`src/rtl/jt51_i2s_defs.sv`:
```
// Shared defaults for the JT51 I2S transmitter: sample width, bclk divider, frame size
// and bit-counter width. Included by the RTL and the bench.
`ifndef JT51_I2S_DEFS_VH
`define JT51_I2S_DEFS_VH

`define JT51_I2S_W               16
`define JT51_I2S_BCLK_DIV        4
`define JT51_I2S_FRAME_BITS(w)   (2*(w))
`define JT51_I2S_CNT_W(w)        $clog2(2*(w))

`endif

```
`src/rtl/jt51_i2s_clkgen.sv`:
```
// Bit-clock divider and frame bit counter for jt51_i2s_tx. fall_stb marks the clk cycle
// whose edge produces a bclk falling edge; frame_stb marks the one that also wraps bit_cnt.
`include "jt51_i2s_defs.sv"

module jt51_i2s_clkgen #(
    parameter int W        = `JT51_I2S_W,
    parameter int BCLK_DIV = `JT51_I2S_BCLK_DIV,
    localparam int CNT_W   = `JT51_I2S_CNT_W(W)
) (
    input  logic             clk,
    input  logic             rst,
    output logic             bclk,
    output logic             fall_stb,
    output logic             frame_stb,
    output logic [CNT_W-1:0] bit_cnt
);
    localparam int DIV_W = $clog2(BCLK_DIV);
    localparam logic [DIV_W-1:0] DIV_MAX  = DIV_W'(BCLK_DIV - 1);
    localparam logic [DIV_W-1:0] DIV_HALF = DIV_W'(BCLK_DIV / 2);
    localparam logic [CNT_W-1:0] BIT_MAX  = CNT_W'(`JT51_I2S_FRAME_BITS(W) - 1);

    logic [DIV_W-1:0] div_cnt;
    logic [DIV_W-1:0] div_nxt;
    logic [CNT_W-1:0] bit_nxt;

    // NOTE: every signal assigned in always_comb gets a default first so no latch is inferred.
    always_comb begin
        div_nxt   = div_cnt + 1'b1;
        bit_nxt   = bit_cnt + 1'b1;
        fall_stb  = (div_cnt == DIV_MAX);
        frame_stb = 1'b0;
        if (fall_stb)
            div_nxt = '0;
        if (bit_cnt == BIT_MAX) begin
            bit_nxt   = '0;
            frame_stb = fall_stb;
        end
    end

    // NOTE: state registers use non-blocking assignments so all flops update together.
    always_ff @(posedge clk) begin
        if (rst) begin
            div_cnt <= '0;
            bit_cnt <= '0;
            bclk    <= 1'b0;
        end else begin
            div_cnt <= div_nxt;
            bclk    <= (div_nxt >= DIV_HALF);
            if (fall_stb)
                bit_cnt <= bit_nxt;
        end
    end

endmodule

```
`src/rtl/jt51_i2s_tx.sv`:
```
// JT51 serial audio transmitter: double-buffered stereo capture, MSB-first shifter and
// word-select decode. Define JT51_I2S_LJ_EN for left-justified framing (default Philips I2S).
`include "jt51_i2s_defs.sv"

module jt51_i2s_tx #(
    parameter int W        = `JT51_I2S_W,
    parameter int BCLK_DIV = `JT51_I2S_BCLK_DIV
) (
    input  logic         clk,
    input  logic         rst,
    input  logic         sample_stb,
    input  logic [W-1:0] din_left,
    input  logic [W-1:0] din_right,
    output logic         bclk,
    output logic         lrclk,
    output logic         sdata,
    output logic         frame_start,
    output logic         ovr,
    output logic         und
);
    localparam int FRAME_BITS = `JT51_I2S_FRAME_BITS(W);
    localparam int CNT_W      = `JT51_I2S_CNT_W(W);

    if (BCLK_DIV < 2 || (BCLK_DIV % 2) != 0) begin : g_bad_div
        $error("jt51_i2s_tx: BCLK_DIV must be even and >= 2");
    end

    logic                  fall_stb;
    logic                  frame_stb;
    logic [CNT_W-1:0]      bit_cnt;
    logic [W-1:0]          hold_l;
    logic [W-1:0]          hold_r;
    logic                  valid;
    logic [FRAME_BITS-1:0] shift_q;

    jt51_i2s_clkgen #(
        .W        (W),
        .BCLK_DIV (BCLK_DIV)
    ) u_clkgen (
        .clk       (clk),
        .rst       (rst),
        .bclk      (bclk),
        .fall_stb  (fall_stb),
        .frame_stb (frame_stb),
        .bit_cnt   (bit_cnt)
    );

    always_ff @(posedge clk) begin
        if (rst) begin
            // NOTE: the hold buffer is reset too, since the first frame after reset must send zeros.
            hold_l      <= '0;
            hold_r      <= '0;
            valid       <= 1'b0;
            shift_q     <= '0;
            frame_start <= 1'b0;
            ovr         <= 1'b0;
            und         <= 1'b0;
        end else begin
            frame_start <= frame_stb;
            ovr         <= sample_stb && valid && !frame_stb;
            und         <= frame_stb && !valid && !sample_stb;

            if (sample_stb) begin
                hold_l <= din_left;
                hold_r <= din_right;
            end

            // A strobe on the load cycle is consumed by that same frame, so valid stays clear.
            if (frame_stb)
                valid <= 1'b0;
            else if (sample_stb)
                valid <= 1'b1;

            if (frame_stb)
                shift_q <= sample_stb ? {din_left, din_right} : {hold_l, hold_r};
            else if (fall_stb)
                shift_q <= {shift_q[FRAME_BITS-2:0], 1'b0};
        end
    end

    assign sdata = shift_q[FRAME_BITS-1];

`ifdef JT51_I2S_LJ_EN
    always_comb begin
        lrclk = (bit_cnt >= CNT_W'(W));
    end
`else
    localparam logic [CNT_W-1:0] BIT_MAX = CNT_W'(FRAME_BITS - 1);
    logic [CNT_W-1:0] bit_ahead;

    // Word select looks one bit ahead so it toggles one bclk before each MSB.
    always_comb begin
        bit_ahead = bit_cnt + 1'b1;
        if (bit_cnt == BIT_MAX)
            bit_ahead = '0;
        lrclk = (bit_ahead >= CNT_W'(W));
    end
`endif

endmodule
```
`config.mk`:
```
export PLATFORM = sky130hd
export DESIGN_NAME = jt51_i2s_tx
export DESIGN_NICKNAME = d
export VERILOG_FILES = /design/src/rtl/jt51_i2s_clkgen.sv /design/src/rtl/jt51_i2s_tx.sv
export VERILOG_INCLUDE_DIRS = /design/src /design/src/rtl
export SDC_FILE = /design/constraint.sdc
export NUM_CORES = 1
export LEC_CHECK = 0
export CAP_MARGIN = 40
export CORE_AREA = 8 8 77 96
export CTS_CLUSTER_SIZE = 20
export DETAILED_ROUTE_END_ITERATION = 8
export DIE_AREA = 0 0 85 104
export HOLD_SLACK_MARGIN = 0.1
export PLACE_DENSITY_LB_ADDON = 0.12
export SYNTH_ARGS = -nofsm -noshare
export SYNTH_HDL_FRONTEND = slang
export SYNTH_HIERARCHICAL = 1
export SYNTH_SLANG_ARGS = --single-unit
```
`constraint.sdc`:
```
create_clock -name clk -period 2.4 [get_ports clk]
set_input_delay 0.36 -clock clk [delete_from_list [all_inputs] [get_ports clk]]
set_output_delay 0.36 -clock clk [all_outputs]
set_load 0.005 [all_outputs]
```
==> impl_metrics.py, run 1 <==
metrics = {
    "outcome": {
        "run_status": "finished, final reports clean",
    },
    "worst_setup_path": {
        "cp_max_fo": 19,
        "r2r_slack_ps": 410,
        "startpoint": "u_clkgen/bit_cnt[0]$_SDFFE_PP0P_",
        "cp.arrival_ps": 2260,
        "critPathRequiredTime_ps": 2670,
        "slowest_delay_ps": 350,
        "crit-reg2reg-capture": "shift_q[16]$_SDFFE_PP0P_",
        "rr_startpoint": "u_clkgen/bit_cnt[0]$_SDFFE_PP0P_",
        "rr_worst_depth": 7,
        "critPathBufInv": 1,
        "slowest_stage": "dfxtp_1",
        "critPathTopFamily": "simple AND/OR/NAND/NOR gates",
        "cpMostUsedCell": "ha_1",
        "path_cells": "ha_1, and3_1, ha_1, and2_1, or2_2, buf_4, o22ai_2",
        "critPathCaptureType": "flop",
        "worst_setup_path_start_kind": "flop",
        "criticalPathCategory": "flop to flop",
    },
    "placement": {
        "detailed_place_hpwl_mm": 3.40,
        "io_buffers": 40,
        "place_worst_setup_slack_ps": 428,
        "place.gp.congestion": 0.761,
    },
    "sta": {
        "slew_headroom": 0.631,
        "worst_slew_pin_slew_ps": 553,
        "fin_worst_skew_ps": 7.20,
        "layout_min_cycle_time_ps": 1990,
        "setup_viol": 0,
        "fin_crit_sh": 0.829,
        "setup_tns_ps": 0,
        "max_clock_freq_mhz": 503,
        "worst_slack_ps": 411,
        "rsz0062_at_grt": "no",
        "maxSlewViolCount": 0,
        "hold_violations": 0,
    },
    "power": {
        "pwr-share-comb": 0.092,
        "peakVddDrop_mv": 0.367,
        "switching_share": 0.229,
        "p_seq_frac": 0.525,
        "leakage_uw": 0.00136,
        "power_density_nw_per_um2": 681,
        "switchingPower_uw": 564,
        "total_power_uw": 2470,
        "p_int_uw": 1900,
        "power.share.clock": 0.383,
    },
    "global_route": {
        "grt_max_degree": 39,
        "grt_pass1_wl_mm": 9.02,
        "antenna_found_initial": 0,
        "grt_usage": 0.127,
        "grt_pass1_vias": 2016,
        "grt_overflow_total": 0,
    },
    "routing": {
        "avgViaCountPerCell": 5.33,
        "vias": 1945,
        "met3_wirelength_um": 239,
        "drc_errors": 0,
        "drtPass1Iterations": 4,
        "wirelength_mm": 5.25,
        "post_drt_wl_per_cell_um": 14.4,
        "initialDrtViolationCount": 80,
        "route.met2.wl_mm": 2.49,
        "top_layer_used": "met4",
        "drtAntennaViolNets": 0,
        "met1_length_mm": 2.43,
    },
    "logic_synthesis": {
        "synth_area_per_cell_um2": 12.0,
        "yosysSeqAreaShare": 0.487,
        "synth_edf_count": 0,
        "ys_async_sr_fraction": 0,
        "netlist.area_leader.share": 0.487,
        "syn_area_um2": 3080,
        "yosysTopAreaCell": "dfxtp_1",
        "ys.flop_type": "dfxtp_1",
        "yosys-top-cells-area": "dfxtp_1, mux2i_1, o22ai_2",
        "ys_ff_latch": 75,
        "ys.warnings.count": 6,
        "syn_nets": 294,
        "netlist_instances": 256,
        "yosysUniqueCellTypes": 31,
    },
    "cells_and_area": {
        "diodes": 0,
        "drive_above_1_share": 0.202,
        "area_growth_pct": 17.7,
        "fin_nets": 330,
        "fillCellCount": 504,
    },
    "clock_network": {
        "clockBufferDepth": 2,
        "root_buffer": "clkbuf_8",
        "path_clk_slew_ps": 70,
        "clock_sinks": 75,
        "postCtsSetupBuffers": 0,
        "cts_inserted_buffers": 9,
        "cts_tree": "yes",
        "htree_num_levels": 3,
        "cts_resized": 0,
        "cts_hold_buffers": 0,
        "clkLatencyLatePin_ps": 340,
    },
    "worst_hold_path": {
        "min_path_type": "flop to flop",
        "hp-start": "u_clkgen/div_cnt[0]$_SDFF_PP0_",
        "hold_depth": 1,
        "hold_end": "u_clkgen/div_cnt[0]$_SDFF_PP0_",
    },
    "die": {
        "die_w_um": 85,
        "die_area_um2": 8840,
        "rows": 32,
        "start_util": 0.516,
        "core_area_um2": 5970,
        "io_pins": 41,
        "die_y_um": 104,
    },
    "flow_run": {
        "cap_violations": 0,
    },
}
[stage by stage]
step,utilization,hold slack (ps),std cells,cell area (µm²)
floorplan,-,398,256,3080
global placement,0.575,416,349,3430
detailed placement,0.575,425,349,3430
CTS,0.608,438,365,3620
global route,0.608,471,365,3620
finish,0.608,433,365,3620
[worst register-to-register path, stage by stage (launching register included)]
cell,delay (ps)
dfxtp_1,350
ha_1,230
and3_1,190
ha_1,220
and2_1,230
or2_2,320
buf_4,240
o22ai_2,140
[power groups by stage]
stage                     Combinational [µW]  Sequential (µW)  Clock, µW
after floorplan                          154             1320          0
after global placement                   229             1320          0
after detailed placement                 232             1320          0
after CTS                                232             1300        984
after global routing                     248             1300       1040
final                                    227             1290        946
[logic make-up after synthesis]
family / synth area share
muxes: 0.211
DFF: 0.487
and+or+nand+nor: 0.0922
adders and majority gates: 0.0122
xor gates and xnor gates: 0.00569
AOI/OAI and AO/OA: 0.128
buffers and inverters: 0.0630
[cell usage after synthesis, types with 2 or more instances]
| cell type | n |
|---|---|
| buf_6 | 13 |
| buf_2 | 2 |
| clkbuf_1 | 3 |
| nor3_2 | 2 |
| buf_4 | 3 |
| o22ai_2 | 29 |
| o22ai_1 | 2 |
| nor2_1 | 37 |
| mux2i_1 | 65 |
| dfxtp_1 | 75 |
| nor2_4 | 2 |
| ha_1 | 3 |
| a21oi_1 | 2 |
[how the worst max path moves through the flow]
stage / to / slack (ps) / cells after the start
CTS: shift_q[21]$_SDFFE_PP0P_ / 410 / 7
global route: shift_q[23]$_SDFFE_PP0P_ / 300 / 7
global placement: shift_q[21]$_SDFFE_PP0P_ / 470 / 7
floorplan: ovr$_SDFF_PP0_ / 610 / 8
detailed placement: shift_q[16]$_SDFFE_PP0P_ / 430 / 6
finish: shift_q[16]$_SDFFE_PP0P_ / 410 / 7
[cell usage in the layout (no fill, tap or decap), drive strengths merged]
| master | Yosys | final |
|---|---|---|
| inv | 1 | 1 |
| xor2 | 1 | 1 |
| a21oi | 2 | 2 |
| clkbuf | 3 | 11 |
| dfxtp | 75 | 75 |
| and4bb | 1 | 1 |
| ha | 3 | 3 |
| o22ai | 31 | 31 |
| nor3 | 3 | 3 |
| nand4 | 2 | 2 |
| clkinv | 0 | 3 |
| and2 | 1 | 1 |
| or4b | 1 | 1 |
| clkinvlp | 0 | 1 |
| buf | 18 | 7 |
| clkdlybuf4s50 | 0 | 39 |
| mux2i | 65 | 65 |
| xnor2 | 1 | 1 |
| nand2b | 2 | 2 |
| bufinv | 0 | 1 |
| and3 | 1 | 1 |
| or2 | 1 | 1 |
| nor2 | 39 | 39 |
| nand2 | 1 | 1 |
| o21ai | 2 | 2 |
| nor2b | 1 | 1 |
| nand3b | 1 | 1 |
[registers in the layout, indices dropped and copies added (netlist names)]
signal,cells
shift_q,32
u_clkgen/bit_cnt,5
hold_r,16
u_clkgen/div_cnt,1
frame_start,1
und,1
u_clkgen/bclk,1
valid,1
hold_l,16
ovr,1
[cell type report]
class	instances	area (µm²)	area share
Timing Repair Buffer	46	453	0.125
Clock inverter	5	52.6	0.0145
Tap cell	68	85.1	0.0235
Multi-Input combinational cell	159	1390	0.383
Inverter	1	3.75	0.00104
Clock buffer	11	141	0.0390
Sequential cell	75	1500	0.414
[metal layers]
metal,vias to the layer above,track usage
met5,-,0
met4,0,0.0715
met3,9,0.0545
met2,42,0.196
met1,920,0.142
li1,974,-
Note: power is estimated with default switching activity, not from simulation.
==> inputs of run 2 (changes only) <==
--- a/config.mk
+++ b/config.mk
@@ -7,10 +7,10 @@
 export NUM_CORES = 1
 export LEC_CHECK = 0
 export CAP_MARGIN = 40
-export CORE_AREA = 8 8 77 96
+export CORE_AREA = 8 8 80 100
 export CTS_CLUSTER_SIZE = 20
 export DETAILED_ROUTE_END_ITERATION = 8
-export DIE_AREA = 0 0 85 104
+export DIE_AREA = 0 0 88 108
 export HOLD_SLACK_MARGIN = 0.1
 export PLACE_DENSITY_LB_ADDON = 0.12
 export SYNTH_ARGS = -nofsm -noshare
==> constraint.sdc (replaced) <==
create_clock -name clk -period 1.75 [get_ports clk]
set_input_delay 0.2625 -clock clk [delete_from_list [all_inputs] [get_ports clk]]
set_output_delay 0.2625 -clock clk [all_outputs]
set_load 0.005 [all_outputs]
==> run 2 against run 1 <==
Core utilization is 1.9 points lower. Worst setup slack worse by 300 ps. Hold slack got worse by 22 ps. Clock-buffer cell count up 4. Clock skew shrank 1.2 ps. Sequential power up 37%. Critical path type unchanged. Critical endpoint is now shift_q[21]$_SDFFE_PP0P_.
==> impl_metrics.py, run 2 (synthesized netlist as in run 1, its figures left out) <==
metrics = {
    "die": {
        "die_w_um": 88,
        "io_pins": 41,
        "die_area_um2": 9500,
        "core_area_um2": 6400,
        "die_y_um": 108,
        "start_util": 0.481,
        "rows": 33,
    },
    "worst_setup_path": {
        "rr_worst_depth": 7,
        "rr_startpoint": "u_clkgen/bit_cnt[0]$_SDFFE_PP0P_",
        "r2r_slack_ps": 110,
        "cp_max_fo": 18,
        "worst_setup_path_start_kind": "flop",
        "startpoint": "u_clkgen/bit_cnt[0]$_SDFFE_PP0P_",
        "critPathCaptureType": "flop",
        "critPathRequiredTime_ps": 2020,
        "cp.arrival_ps": 1900,
        "slowest_stage": "dfxtp_2",
        "slowest_delay_ps": 320,
        "cpMostUsedCell": "ha_2",
        "crit-reg2reg-capture": "shift_q[21]$_SDFFE_PP0P_",
        "path_cells": "ha_2, and3_1, ha_2, and2_4, or2_4, buf_12, o22ai_2",
        "criticalPathCategory": "flop to flop",
    },
    "cells_and_area": {
        "diodes": 0,
        "largest_reg_flops": 32,
        "register_area_um2": 1500,
        "drive_above_1_share": 0.230,
        "final_common_cell": "dfxtp_1",
        "multi_input_area_um2": 1400,
        "area_growth_pct": 22.3,
        "final_cell_mix": "dfxtp_1, mux2i_1, clkdlybuf4s50_1",
        "fillCellCount": 553,
        "reg_top3": "shift_q x32, hold_l x16, hold_r x16",
        "fin_nets": 338,
        "regMostFlops": "shift_q",
    },
    "placement": {
        "io_buffers": 40,
        "detailed_place_hpwl_mm": 3.67,
        "place.gp.congestion": 0.749,
    },
    "sta": {
        "rsz0062_at_grt": "no",
        "setup_tns_ps": 0,
        "fin_worst_skew_ps": 6.03,
        "setup_viol": 0,
        "layout_min_cycle_time_ps": 1640,
        "worst_slew_pin_slew_ps": 298,
        "max_clock_freq_mhz": 611,
        "slew_headroom": 0.795,
        "fin_crit_sh": 0.935,
        "hold_violations": 0,
        "maxSlewViolCount": 0,
    },
    "worst_hold_path": {
        "hp-start": "sample_stb",
        "hold_depth": 3,
        "hold_end": "und$_SDFF_PP0_",
        "min_path_type": "input pin to flop",
    },
    "routing": {
        "initialDrtViolationCount": 73,
        "drc_errors": 0,
        "route.met2.wl_mm": 2.45,
        "drtAntennaViolNets": 0,
        "avgViaCountPerCell": 5.05,
        "wirelength_mm": 5.35,
        "drtPass1Iterations": 4,
        "vias": 1981,
        "met3_wirelength_um": 276,
        "met1_length_mm": 2.55,
        "post_drt_wl_per_cell_um": 13.7,
        "top_layer_used": "met4",
    },
    "clock_network": {
        "cts_hold_buffers": 0,
        "cts_tree": "yes",
        "path_clk_slew_ps": 70,
        "clockBufferDepth": 2,
        "postCtsSetupBuffers": 0,
        "clkLatencyLatePin_ps": 340,
        "root_buffer": "clkbuf_8",
        "cts_inserted_buffers": 9,
        "clock_sinks": 75,
        "htree_num_levels": 3,
    },
    "power": {
        "leakage_uw": 0.00142,
        "power_density_nw_per_um2": 916,
        "pwr-share-comb": 0.094,
        "switching_share": 0.215,
        "power.share.clock": 0.392,
        "total_power_uw": 3450,
        "switchingPower_uw": 743,
        "peakVddDrop_mv": 0.644,
        "p_seq_frac": 0.514,
        "p_int_uw": 2710,
    },
    "global_route": {
        "grt_overflow_total": 0,
        "grt_pass1_wl_mm": 9.69,
        "grt_usage": 0.129,
        "grt_pass1_vias": 2100,
        "antenna_found_initial": 0,
        "grt_max_degree": 36,
    },
    "outcome": {
        "run_status": "finished, final reports clean",
    },
    "flow_run": {
        "cap_violations": 0,
    },
}
-- run 2: final cells by class --
type	count	share of cell area
sequential	75	0.399
clock inverter	1	0.00797
multi-input combinational	159	0.371
tap	87	0.0289
inverter	1	0.000996
clock buffer	15	0.0468
timing repair buffer	54	0.146
-- run 2: power groups by stage --
stage	Combinational (µW)	Clock (µW)	Sequential [µW]
after CTS	331	1400	1770
after global routing	358	1480	1780
after global placement	328	0	1810
after floorplan	212	0	1810
after detailed placement	329	0	1810
final	325	1350	1770
-- run 2: worst max-delay path, delay by kind of cell (launching register included) --
kind            cells  cell delay (ps)
buf+inv             1              160
simple gates        3              600
compound gates      1              110
flops               1              320
fa+ha+maj           2              350
-- run 2: how the worst max path moves through the flow --
stage	slack (ps)	end	cells past startpoint
2_1_floorplan	3	ovr$_SDFF_PP0_	8
3_3_place_gp	40	shift_q[21]$_SDFFE_PP0P_	7
3_5_place_dp	1	shift_q[21]$_SDFFE_PP0P_	7
4_1_cts	10	shift_q[0]$_SDFFE_PP0P_	6
5_1_grt	30	shift_q[17]$_SDFFE_PP0P_	8
6_report	110	shift_q[21]$_SDFFE_PP0P_	7
-- run 2: through the flow --
step	hold WS, ps	instance area [µm²]	cells	util	setup WS, ps
after floorplan	332	3080	256	-	3.07
after global placement	416	3550	376	0.555	39.6
after detailed placement	426	3550	376	0.555	1.46
after CTS	398	3760	392	0.588	10.0
after global routing	420	3770	392	0.589	34.3
final	411	3770	392	0.589	113
-- run 2: what timing repair did --
action,4_1_cts,5_1_grt
setup endpoints to repair,8,19
pin swaps,0,1
gates resized for setup,2,3
-- run 2: metal layers --
layer	vias up	global-route usage
li1	995	-
met1	942	0.158
met2	35	0.196
met3	9	0.0524
met4	0	0.0555
met5	-	0
